<file path="src/rtl/audio_tracker_synth.sv">
// N-voice tracker synthesiser: beat sequencer, per-voice phase/envelope/noise,
// voice mixer, one-pole low-pass filter and first-order sigma-delta PWM pin.
module audio_tracker_synth #(
    parameter int NUM_VOICES     = 3,
    parameter int PHASE_W        = 16,
    parameter int VOL_W          = 6,
    parameter int SONG_LEN       = 288,
    parameter int TICKS_PER_BEAT = 6,
    parameter int DECAY_SHIFT    = 3,
    parameter int LPF_SHIFT      = 3,
    localparam int POS_W = $clog2(SONG_LEN),
    localparam int MIX_W = VOL_W + $clog2(NUM_VOICES + 1),
    localparam int LVL_W = MIX_W + LPF_SHIFT
) (
    input  logic                    clk,
    input  logic                    rst_n,
    input  logic                    run,
    input  logic                    sample_tick,
    input  logic                    frame_tick,
    input  logic [NUM_VOICES-1:0]   voice_trig,
    input  logic [8*NUM_VOICES-1:0] voice_inc,
    input  logic [2*NUM_VOICES-1:0] voice_oct,
    input  logic [2*NUM_VOICES-1:0] voice_wave,
    input  logic [NUM_VOICES-1:0]   mute,
    output logic [POS_W-1:0]        song_pos,
    output logic                    beat,
    output logic [LVL_W-1:0]        level,
    output logic                    pwm_out
);
    localparam int TICK_W      = $clog2(TICKS_PER_BEAT + 1);
    localparam int SWP_W       = 9;
    localparam int SWEEP_SHIFT = 3;
    localparam logic [VOL_W-1:0] VOL_MAX = {VOL_W{1'b1}};

    logic [POS_W-1:0]  song_pos_q, song_pos_d;
    logic [TICK_W-1:0] tick_q, tick_d;
    logic              beat_q, beat_d;
    logic [LVL_W-1:0]  level_q, level_d;
    logic [LVL_W-1:0]  acc_q, acc_d;
    logic              pwm_q, pwm_d;
    logic [NUM_VOICES-1:0][PHASE_W-1:0] phase_q, phase_d;
    logic [NUM_VOICES-1:0][VOL_W-1:0]   vol_q, vol_d;
    logic [NUM_VOICES-1:0][SWP_W-1:0]   sweep_q, sweep_d;
    logic [NUM_VOICES-1:0][14:0]        lfsr_q, lfsr_d;
    logic [NUM_VOICES-1:0][VOL_W-1:0]   smp_s;
    logic [MIX_W-1:0]  mix_s;
    logic              tick_s, samp_s, beat_s;

    // Shifting left by the octave brings phase[PHASE_W-1-oct] to the MSB.
    function automatic logic voice_on(input logic [PHASE_W-1:0] ph, input logic [1:0] oct,
                                      input logic [1:0] wave, input logic noise_bit);
        logic [PHASE_W-1:0] sh;
        logic               on;
        sh = ph << oct;
        case (wave)
            2'd0:    on = sh[PHASE_W-1];
            2'd1:    on = sh[PHASE_W-1] & sh[PHASE_W-2];
            2'd2:    on = noise_bit;
            2'd3:    on = ph[PHASE_W-1];
            default: on = 1'b0;
        endcase
        return on;
    endfunction

    // Per-voice gated samples and their sum, taken from registered state.
    always_comb begin
        smp_s = '0;
        mix_s = '0;
        for (int v = 0; v < NUM_VOICES; v++) begin
            if (voice_on(phase_q[v], voice_oct[2*v +: 2], voice_wave[2*v +: 2], lfsr_q[v][0])
                && !mute[v]) begin
                smp_s[v] = vol_q[v];
            end else begin
                smp_s[v] = '0;
            end
            mix_s = mix_s + MIX_W'(smp_s[v]);
        end
    end

    // Next-state logic for sequencer, voices, filter and sigma-delta modulator.
    always_comb begin
        tick_s     = frame_tick & run;
        samp_s     = sample_tick & run;
        beat_s     = tick_s && (tick_q == TICK_W'(TICKS_PER_BEAT - 1));
        tick_d     = tick_q;
        song_pos_d = song_pos_q;
        phase_d    = phase_q;
        vol_d      = vol_q;
        sweep_d    = sweep_q;
        lfsr_d     = lfsr_q;
        if (beat_s) begin
            tick_d     = '0;
            song_pos_d = (song_pos_q == POS_W'(SONG_LEN - 1)) ? '0 : song_pos_q + POS_W'(1);
        end else if (tick_s) begin
            tick_d = tick_q + TICK_W'(1);
        end else begin
            tick_d = tick_q;
        end
        for (int v = 0; v < NUM_VOICES; v++) begin
            if (samp_s) begin
                phase_d[v] = phase_q[v] + ((voice_wave[2*v +: 2] == 2'd3) ?
                             PHASE_W'(sweep_q[v]) : PHASE_W'(voice_inc[8*v +: 8]));
                lfsr_d[v]  = {lfsr_q[v][0] ^ lfsr_q[v][1], lfsr_q[v][14:1]};
            end else begin
                phase_d[v] = phase_q[v];
            end
            // A trigger's phase reset wins over the same-cycle phase advance.
            if (beat_s && voice_trig[v]) begin
                vol_d[v]   = VOL_MAX;
                phase_d[v] = '0;
                if (voice_wave[2*v +: 2] == 2'd3) begin
                    sweep_d[v] = {voice_inc[8*v +: 8], 1'b0};
                end else begin
                    sweep_d[v] = sweep_q[v];
                end
            end else if (tick_s && !beat_s) begin
                vol_d[v] = vol_q[v] - (vol_q[v] >> DECAY_SHIFT);
                if (voice_wave[2*v +: 2] == 2'd3) begin
                    sweep_d[v] = sweep_q[v] - (sweep_q[v] >> SWEEP_SHIFT);
                end else begin
                    sweep_d[v] = sweep_q[v];
                end
            end else begin
                vol_d[v] = vol_q[v];
            end
        end
        if (samp_s) begin
            level_d = level_q + LVL_W'(mix_s) - (level_q >> LPF_SHIFT);
        end else begin
            level_d = level_q;
        end
        {pwm_d, acc_d} = {1'b0, acc_q} + {1'b0, level_q};
        beat_d = beat_s;
    end

    // State registers with synchronous active-low reset.
    always_ff @(posedge clk) begin
        if (!rst_n) begin
            song_pos_q <= POS_W'(SONG_LEN - 1);
            tick_q     <= '0;
            beat_q     <= 1'b0;
            level_q    <= '0;
            acc_q      <= '0;
            pwm_q      <= 1'b0;
            phase_q    <= '0;
            vol_q      <= '0;
            sweep_q    <= '0;
            for (int v = 0; v < NUM_VOICES; v++) begin
                lfsr_q[v] <= 15'h4001 ^ 15'(v);
            end
        end else begin
            song_pos_q <= song_pos_d;
            tick_q     <= tick_d;
            beat_q     <= beat_d;
            level_q    <= level_d;
            acc_q      <= acc_d;
            pwm_q      <= pwm_d;
            phase_q    <= phase_d;
            vol_q      <= vol_d;
            sweep_q    <= sweep_d;
            lfsr_q     <= lfsr_d;
        end
    end

    assign song_pos = song_pos_q;
    assign beat     = beat_q;
    assign level    = level_q;
    assign pwm_out  = pwm_q;
endmodule

</file>
<file path="config.mk">
export PLATFORM = sky130hd
export DESIGN_NAME = audio_tracker_synth
export DESIGN_NICKNAME = d
export VERILOG_FILES = /design/src/rtl/audio_tracker_synth.sv
export SDC_FILE = /design/constraint.sdc
export NUM_CORES = 1
export LEC_CHECK = 0
export ABC_AREA = 1
export ABC_CLOCK_PERIOD_IN_PS = 4000
export CAP_MARGIN = 0
export CORE_MARGIN = 2
export CORE_UTILIZATION = 38
export CTS_BUF_LIST = sky130_fd_sc_hd__clkbuf_16
export CTS_CLUSTER_DIAMETER = 80
export DETAILED_ROUTE_END_ITERATION = 8
export HOLD_SLACK_MARGIN = 0.15
export SLEW_MARGIN = 20
export SYNTH_ARGS = -nofsm -noshare
export SYNTH_HDL_FRONTEND = slang
export SYNTH_SLANG_ARGS = --single-unit
</file>
<file path="constraint.sdc">
create_clock -name clk -period 4 [get_ports clk]
set_input_delay 0.8 -clock clk [delete_from_list [all_inputs] [get_ports clk]]
set_output_delay 0.8 -clock clk [all_outputs]
set_load 0.005 [all_outputs]
</file>
==> results.txt <==
----------------------------------------------------
[Outcome]
  Run status ... finished, final reports clean

[Power and ir drop]
  P per Cell Area ... 384 nW/µm²
  Fraction of power spent switching nets ... between 30% and 40%
  Sequential Power Share ... 36.6%
  Switching power ... 1.83 mW
  Leakage ... 6.53 nW
  Power Internal ... ~3.4 mW
  Combinational Power Share ... 31.3%
  Clock share of power ... 32.1%
  Peak supply drop ... 0.000295 V

[Min path]
  Class of the worst hold path ... reg -> reg
  Hold Startpoint ... sweep_q[8]

[Timing]
  Max-slew violation count ... 0
  Clk_skew ... slightly below 0.01 ns
  Final Worst Setup Slack ... 0.188 ns
  Final critical-path required period ... approximately 3.8 ns
  Minimum hold slack ... 0.466 ns
  Unrepaired setup endpoints after global routing ... false
  Final hold viol count ... 0
  Final setup violation count ... 0
  Fmax achieved ... roughly 0.26 GHz
  Slew of the pin with the lowest slew margin ... about 0.77 ns
  Headroom to the max-slew limit ... 48.8%
  Share of the clock period used by the worst path ... a little over nine tenths

[Synth]
  Synth Area in Simple Gates ... 31.3%
  Synthesized instance count ... 1,788
  Avg Cell Area, Syn ... around 6.6 µm²
  Sequential-to-total area share from yosys stat ... slightly below 30%
  Top_reg_cell synth ... sky130_fd_sc_hd__dfxtp_1
  Synth top area share ... a little under 30%
  Asr flop ratio synth ... 0%
  Synthesized area ... 11,700 µm²
  XOR/XNOR share of the synthesized area ... ~2.3%
  Biggest area contributors in the synthesized netlist ... sky130_fd_sc_hd__dfxtp_1 (30%), sky130_fd_sc_hd__nand2_1 (14%), sky130_fd_sc_hd__ha_1 (9.5%)
  Number of distinct standard cells referenced by the synthesized netlist ... 38
  Share of the synthesized area in compound gates (AO/OA/AOI/OAI) ... 13.4%
  Synth warn ... 0
  Count of flip-flops with a built-in enable after synthesis ... 0
  Synthesized netlist net count ... 1,951
  Largest family of logic cells by synthesized area ... simple AND/OR/NAND/NOR gates
  Fraction of synthesized area in multiplexers ... 0%
  Library cell occupying the most area in the post-synthesis netlist ... sky130_fd_sc_hd__dfxtp_1
  Adder-Cell Fraction of Synth Area ... 14.1%
  Number of register bits inferred by synthesis ... between 150 and 200

[Worst setup path]
  Worst Setup Start Kind ... primary input
  Crit Path Class ... in -> reg
  Reg2Reg Launch Point ... phase_q[13]
  Worst path arrival time ... 4.16 ns
  Count of buffering cells on the critical path with inverters included ... 4
  Critical Path Sink Type ... flip-flop
  CP required ... 4.34 ns
  Launching instance or port of the critical path ... voice_oct[0]
  Slowest Stage Delay on Critical Path ... 0.52 ns
  Series of cell instances along the critical path ... clkbuf_4 -> o221ai_2 -> nand3_1 -> nand2_2 -> nand2_4 -> nor2_4 -> fa_1 -> fa_1 -> inv_1 -> fa_1 -> inv_2 -> ha_4 -> fa_2 -> nand3_2 -> nand2_2 -> nand2_2 -> nand2_1 -> nand2_1 -> nand3_1 -> nand2_1 -> inv_1
  Top delay family on crit path ... adder cells
  Critical path fanouts, max ... 5
  Cell type of the slowest stage on the worst timing path ... sky130_fd_sc_hd__fa_1

[Floorplanning]
  Chip width ... 180 µm
  Die H ... 180 µm
  I/O pins ... between 60 and 70
  Starting Density ... 38.5%
  Area of the die ... 32,300 µm²
  Site Rows ... 64
  CORE AREA ... just over 30,000 µm²

[Cells and area]
  Antenna Cells ... 0
  Proportion of layout cells with a drive suffix above 1 ... 6.83%
  Multi-input combinational cell area ... 7350 µm²
  Count of filler cells inserted in the layout ... 3,163
  Area added between synthesis and finish ... 16.9%
  Post-route design area ... 13,700 µm²
  Fin nets ... slightly above 2,000
  Flip-flop and latch area ... 3480 µm²
  Most used cells in the layout excluding fill and tap cells ... sky130_fd_sc_hd__nand2_1 (436), sky130_fd_sc_hd__nor2_1 (240), sky130_fd_sc_hd__inv_1 (225)
  Most common cell after layout, fill and taps aside ... sky130_fd_sc_hd__nand2_1

[Clock network]
  Buffer cell driving the clock tree root ... sky130_fd_sc_hd__clkbuf_16
  Clock insertion delay at the later pin of the skew report ... 0.44 ns
  Total clock buffers created by CTS ... 17
  TritonCTS clock tree ... built
  Quantity of hold-fixing buffers added after cts ... 0
  Clock slew seen by the registers of the worst setup and hold paths ... 0.07 ns
  Sinks on the clock net ... 174
  Total number of H-tree levels ... 4
  Maximum buffer depth of the clock tree ... 2

[Route]
  DR pass1 iterations ... 6
  DRC violation total after the first TritonRoute iteration ... 619
  Detailed-route via count ... 11,200
  Wire length per cell ... 12.9 µm
  Number of antenna-violating nets in the routed design ... 0
  Wirelength, routed ... between 20,000 and 30,000 µm
  Number of vias per cell ... 4.92
  Post-detailed-route DRC marker count ... 0

[Place]
  Final estimated routing congestion in global placement ... 0.831
  Port Buf Inserts ... 68
  Post-Place Setup Slack ... -0.812 ns
  Post-Place Cell Area ... 13,000 µm²
  Post-detailed-placement half-perimeter wirelength ... 21,500 µm

[GRT]
  Initial antenna violation count ... 0
  Maximum number of pins on one net before global-route repair ... 71
  Global-route usage over all layers ... approximately 18%
  Remaining Overflow, GRT ... 0
  Vias in the first global route ... 10,500
  Global-route wire length before repair ... 49,700 µm

[Job]
  Max capacitance violation total ... 0

----------------------------------------------------
-- synthesized netlist by cell type, types with 16 or more instances --
cell type                    n
sky130_fd_sc_hd__a21oi_1   132
sky130_fd_sc_hd__buf_2      19
sky130_fd_sc_hd__clkbuf_1   25
sky130_fd_sc_hd__dfxtp_1   174
sky130_fd_sc_hd__fa_1       27
sky130_fd_sc_hd__ha_1       89
sky130_fd_sc_hd__inv_1     228
sky130_fd_sc_hd__nand2_1   446
sky130_fd_sc_hd__nand3_1   136
sky130_fd_sc_hd__nor2_1    250
sky130_fd_sc_hd__o21ai_0   128
sky130_fd_sc_hd__xnor2_1    16
-- cell families after synthesis --
| family | Yosys count |
|---|---|
| compound gates | 296 |
| xor+xnor | 31 |
| fa+ha+maj | 116 |
| buf+inv | 282 |
| flops | 174 |
| simple gates | 889 |
-- what timing repair did --
action,CTS,global route
buffers inserted,0,2
resized for setup,16,40
endpoints found under the setup margin,9,8
pin swaps,8,33
-- stage by stage --
step | setup TNS (ns) | util, % | instances | total power [mW]
floorplan | -0.00304 | - | 1788 | 3.09
CTS | 0 | 44.7 | 2267 | 5.25
detailed placement | -6.27 | 42.7 | 2236 | 3.53
finish | 0 | 45.0 | 2269 | 5.27
global route | 0 | 45.0 | 2269 | 5.65
global placement | -5.67 | 42.7 | 2236 | 3.49
-- tightest hold or removal path, cell delays in order, from the launching register on --
cell and delay (ns):
sky130_fd_sc_hd__dfxtp_1 0.32, sky130_fd_sc_hd__nand2_1 0.06, sky130_fd_sc_hd__nand2_1 0.04
-- metal layers --
layer | vias to the layer above | GRT usage (%) | routed length, µm
li1 | 5900 | - | -
met1 | 5073 | 24.5 | 14600
met2 | 166 | 30.5 | 13300
met3 | 24 | 3.00 | 887
met4 | 0 | 5.04 | 381
met5 | - | 0 | 0
-- worst paths after layout --
path                     end  slack (ns)  cells after the start
setup / recovery    level[9]        0.19                     21
hold / removal    sweep_q[8]        0.47                      2
setup reg to reg    level[9]        0.24                     21
hold reg to reg   sweep_q[8]        0.47                      2
-- power by group through the flow --
stage               clock network [mW]  registers, mW  logic [mW]
CTS                               1.75           1.93        1.58
finish                            1.69           1.93        1.65
detailed placement                   0           1.97        1.56
global placement                     0           1.96        1.53
global route                      1.81           1.94        1.90
floorplan                            0           1.94        1.15
-- registers in the layout (all words and copies together), names as in the netlist --
| signal | flops |
|---|---|
| acc_q | 11 |
| beat | 1 |
| level | 11 |
| lfsr_q | 45 |
| phase_q | 48 |
| pwm_out | 1 |
| song_pos | 9 |
| sweep_q | 27 |
| tick_q | 3 |
| vol_q | 18 |
-- final cells by class --
cell class	count	share of cell area, %
tap	396	3.61
multi-input combinational	1332	53.6
clock buffer	17	3.10
timing repair buffer	102	6.80
sequential	174	25.4
clock inverter	14	1.12
inverter	234	6.41
Power figures use the tool's default switching activity.
==> RTL change 1, RTL diff (config.mk and constraints unchanged) <==
Set the parameter `LPF_SHIFT` to 2 (it was 3).
--- a/src/rtl/audio_tracker_synth.sv
+++ b/src/rtl/audio_tracker_synth.sv
@@ -7,7 +7,7 @@
     parameter int SONG_LEN       = 288,
     parameter int TICKS_PER_BEAT = 6,
     parameter int DECAY_SHIFT    = 3,
-    parameter int LPF_SHIFT      = 3,
+    parameter int LPF_SHIFT      = 2,
     localparam int POS_W = $clog2(SONG_LEN),
     localparam int MIX_W = VOL_W + $clog2(NUM_VOICES + 1),
     localparam int LVL_W = MIX_W + LPF_SHIFT
Interface: changed (resized level); port bits go from 69 to 68. No check against the original RTL was run, so the function may have changed too.
==> RTL change 1 against the unedited design <==
Register-to-register slack lost 0.06 ns; critical path type unchanged; area after synthesis shrank 1.2%; total power shrank 0.55%; sequential share of layout area shrank 0.23 points; sequential cell count shrank 2; die area shrank 1.2%; cell area shrank 0.24%; maximum frequency shrank 2.5%; highest routed layer unchanged; worst setup slack lost 0.098 ns; routed wire length shrank 2.0%; synthesized cell count shrank 0.62%; worst hold slack gained 0.0014 ns; critical endpoint is now level[7].
==> RTL change 1: results <==
{
  "grtUsageMet2_pct": 30.7,
  "fin_worst_skew_ns": 0.0164,
  "stdcell_count": 2254,
  "rr_worst_depth": 22,
  "slew_headroom_pct": 56.6,
  "dpl.hpwl_mm": 21.1,
  "switchingPower_mw": 1.76,
  "grt_start_max_net_pins": 66,
  "drt-total-wl_mm": 28.6,
  "grt_use_met3_pct": 2.82,
  "whs_endpoint": "lfsr_q[44]",
  "clk_pin_slew_ns": 0.07,
  "drive_above_1_share_pct": 6.97,
  "synth_common_cells": "nand2_1, nor2_1, inv_1, dfxtp_1, o21ai_0",
  "wl_met1_mm": 14.4,
  "synthAdderAreaFrac_pct": 13.8,
  "startpoint": "voice_wave[0]",
  "grtUsageMet1_pct": 25.0,
  "topRoutingLayerUsed": "met4",
  "cpPeakStageDelay_ns": 0.56,
  "pre_cts_slack_ns": -0.886,
  "dr_total_vias": 11061,
  "grt_pass1_wl_mm": 47.8,
  "synth_area_leaders": "dfxtp_1, nand2_1, ha_1, nor2_1, inv_1",
  "io_buffers": 67,
  "yosysSeqAreaShare_pct": 29.7,
  "p_total_mw": 5.24,
  "drtIter0Drc": 585,
  "place.gp.congestion": 0.841,
  "synth-compound-area-share_pct": 13.5,
  "synthXorXnorAreaFrac_pct": 1.96,
  "grt_pass1_vias": 10098,
  "placed_area_um2": 12800,
  "clk_latency_ns": 0.44,
  "synth_cell_types": 36,
  "routed-wl-met3_um": 844,
  "synth.net_count": 1936,
  "r2r-end": "level[7]",
  "first_pass_iters": 4,
  "power_leakage_nw": 6.56,
  "nets": 2010,
  "p_comb_share_pct": 29.1,
  "track_usage_pct": 18.5,
  "hold_slack_ns": 0.468,
  "ir_drop_mv": 0.331,
  "netlist_instances": 1777,
  "hp-start": "lfsr_q[44]",
  "outcome": "finished clean",
  "worstPathArrival_ns": 4.29,
  "r2r_slack_ns": 0.18
}
RTL change 1: cell types whose count changed after synthesis, moves of 4 or more:
cell | before | now
buf_2 | 19 | 14
ha_1 | 89 | 85
inv_1 | 228 | 241
nand2_1 | 446 | 437
nand3_1 | 136 | 131
o21ai_0 | 128 | 138
RTL change 1: repair_timing:
item,4_1_cts,5_1_grt
hold buffers,0,0
endpoints found under the setup margin,8,6
pin swaps,9,23
buffers inserted,1,7
resized for setup,24,53
hold endpoints to repair,0,0
RTL change 1: area by class of cell:
cell class / instances / area, um2
fillers: 3043 / 16200
multi-input cells: 1312 / 7250
flip-flops and latches: 172 / 3440
repair buffers: 102 / 957
inverters: 246 / 930
well taps: 390 / 488
clock buffers: 17 / 425
clock inverters: 15 / 203
RTL change 1: how the worst max path moves through the flow:
stage,end,slack (ns),depth (start not counted)
final,level[7],0.09,22
after global routing,level[9],-0.05,22
after CTS,level[7],0.004,22
after detailed placement,level[7],-0.89,22
after global placement,level[7],-0.79,19
after floorplan,level[7],-0.004,21
==> RTL change 2, RTL diff (same settings) <==
Without the edit above. Add an input register stage for `voice_trig`, without a reset; this delays it by one clock. The other inputs are not delayed to match.
--- a/src/rtl/audio_tracker_synth.sv
+++ b/src/rtl/audio_tracker_synth.sv
@@ -31,6 +31,12 @@
     localparam int SWP_W       = 9;
     localparam int SWEEP_SHIFT = 3;
     localparam logic [VOL_W-1:0] VOL_MAX = {VOL_W{1'b1}};
+
+    logic [NUM_VOICES-1:0] voice_trig_q;
+
+    always_ff @(posedge clk) begin
+        voice_trig_q <= voice_trig;
+    end
 
     logic [POS_W-1:0]  song_pos_q, song_pos_d;
     logic [TICK_W-1:0] tick_q, tick_d;
@@ -105,7 +111,7 @@
                 phase_d[v] = phase_q[v];
             end
             // A trigger's phase reset wins over the same-cycle phase advance.
-            if (beat_s && voice_trig[v]) begin
+            if (beat_s && voice_trig_q[v]) begin
                 vol_d[v]   = VOL_MAX;
                 phase_d[v] = '0;
                 if (voice_wave[2*v +: 2] == 2'd3) begin
Check against the original RTL: not equivalent (Yosys sat finds a counterexample within 10 cycles, from zero or initial values and one cycle with rst_n low).
==> RTL change 2 against the unedited design <==
Cell area up 1.6%; routed wire length up 0.43%; first-iteration DRC count down 4.7%; sequential share of layout area about the same; critical path depth up 1; register-to-register slack worse by 0.06 ns; total power up 0.41%; sequential cell count up 3; area after synthesis up 0.59%; worst setup slack worse by 0.080 ns; largest cell class unchanged.
==> RTL change 2: results <==
{
  "drt-total-wl_mm": 29.3,
  "grt_use_met3_pct": 2.81,
  "stdcell_count": 2277,
  "grt_pass1_vias": 10151,
  "routed-wl-met3_um": 998,
  "path_max_fanout": 4,
  "hp-start": "lfsr_q[14]",
  "r2r-end": "level[7]",
  "syn_area_per_cell_um2": 6.61,
  "power_leakage_nw": 6.60,
  "place.gp.congestion": 0.860,
  "outcome": "finished clean",
  "grtUsageMet2_pct": 30.5,
  "slew_headroom_pct": 62.5,
  "nets": 2031,
  "hold_slack_ns": 0.464,
  "drive_above_1_share_pct": 7.97,
  "wl_met2_mm": 13.9,
  "cts_sinks": 177,
  "grtUsageMet1_pct": 24.3,
  "place_inst": 2239,
  "synth_common_cells": "nand2_1, nor2_1, inv_1, dfxtp_1, nand3_1",
  "fin_worst_skew_ns": 0.0108,
  "r2r_slack_ns": 0.18,
  "pre_cts_slack_ns": -0.945,
  "worstPathArrival_ns": 4.23
}
==> RTL change 2: how the worst max path moves through the flow <==
stage | from | end | slack [ns] | depth (start not counted)
finish | voice_wave[0] | level[7] | 0.11 | 22
global route | voice_wave[2] | level[8] | -0.06 | 21
CTS | voice_oct[1] | level[8] | -0.008 | 22
detailed placement | voice_wave[0] | level[8] | -0.94 | 20
global placement | voice_wave[0] | level[8] | -0.84 | 21
floorplan | voice_wave[1] | level[7] | -0.02 | 20
==> RTL change 2: area by class of cell <==
class	instances	area, um2
inverter	235	886
tap	396	495
timing repair buffer	109	1010
sequential	177	3550
multi-input combinational	1328	7460
clock buffer	17	425
clock inverter	15	126
fill	3200	16600
==> RTL change 2: logic make-up (layout without fill, tap and decap cells) <==
kind of cell | Yosys count | count (layout) | synth area share, %
AO/OA/AOI/OAI | 300 | 300 | 13.5
XOR/XNOR | 32 | 32 | 2.37
adder cells (fa/ha/maj) | 116 | 116 | 14.0
buffers and inverters | 282 | 376 | 9.25
flip-flops | 177 | 177 | 30.0
AND/OR/NAND/NOR | 880 | 880 | 30.8
==> RTL change 2: repair_timing <==
item / in CTS / in global routing
pin swaps: 12 / 43
gates resized for setup: 22 / 60
hold endpoints to repair: 0 / 0
setup buffers: 3 / 3
hold buffers: 0 / 0
setup endpoints to repair: 9 / 8
==> RTL change 2: stage by stage <==
stage               power, mW  TNS, ns  cell area [um2]
floorplan                3.11  -0.0243            11900
global placement         3.51    -6.78            13100
detailed placement       3.55    -7.69            13100
CTS                      5.21  -0.0143            13800
global route             5.70   -0.127            13900
finish                   5.29        0            13900
==> RTL change 2: power by group <==
part | internal, mW | switching [mW]
clock network | 0.815 | 0.800
logic | 0.749 | 0.975
registers | 1.87 | 0.0833
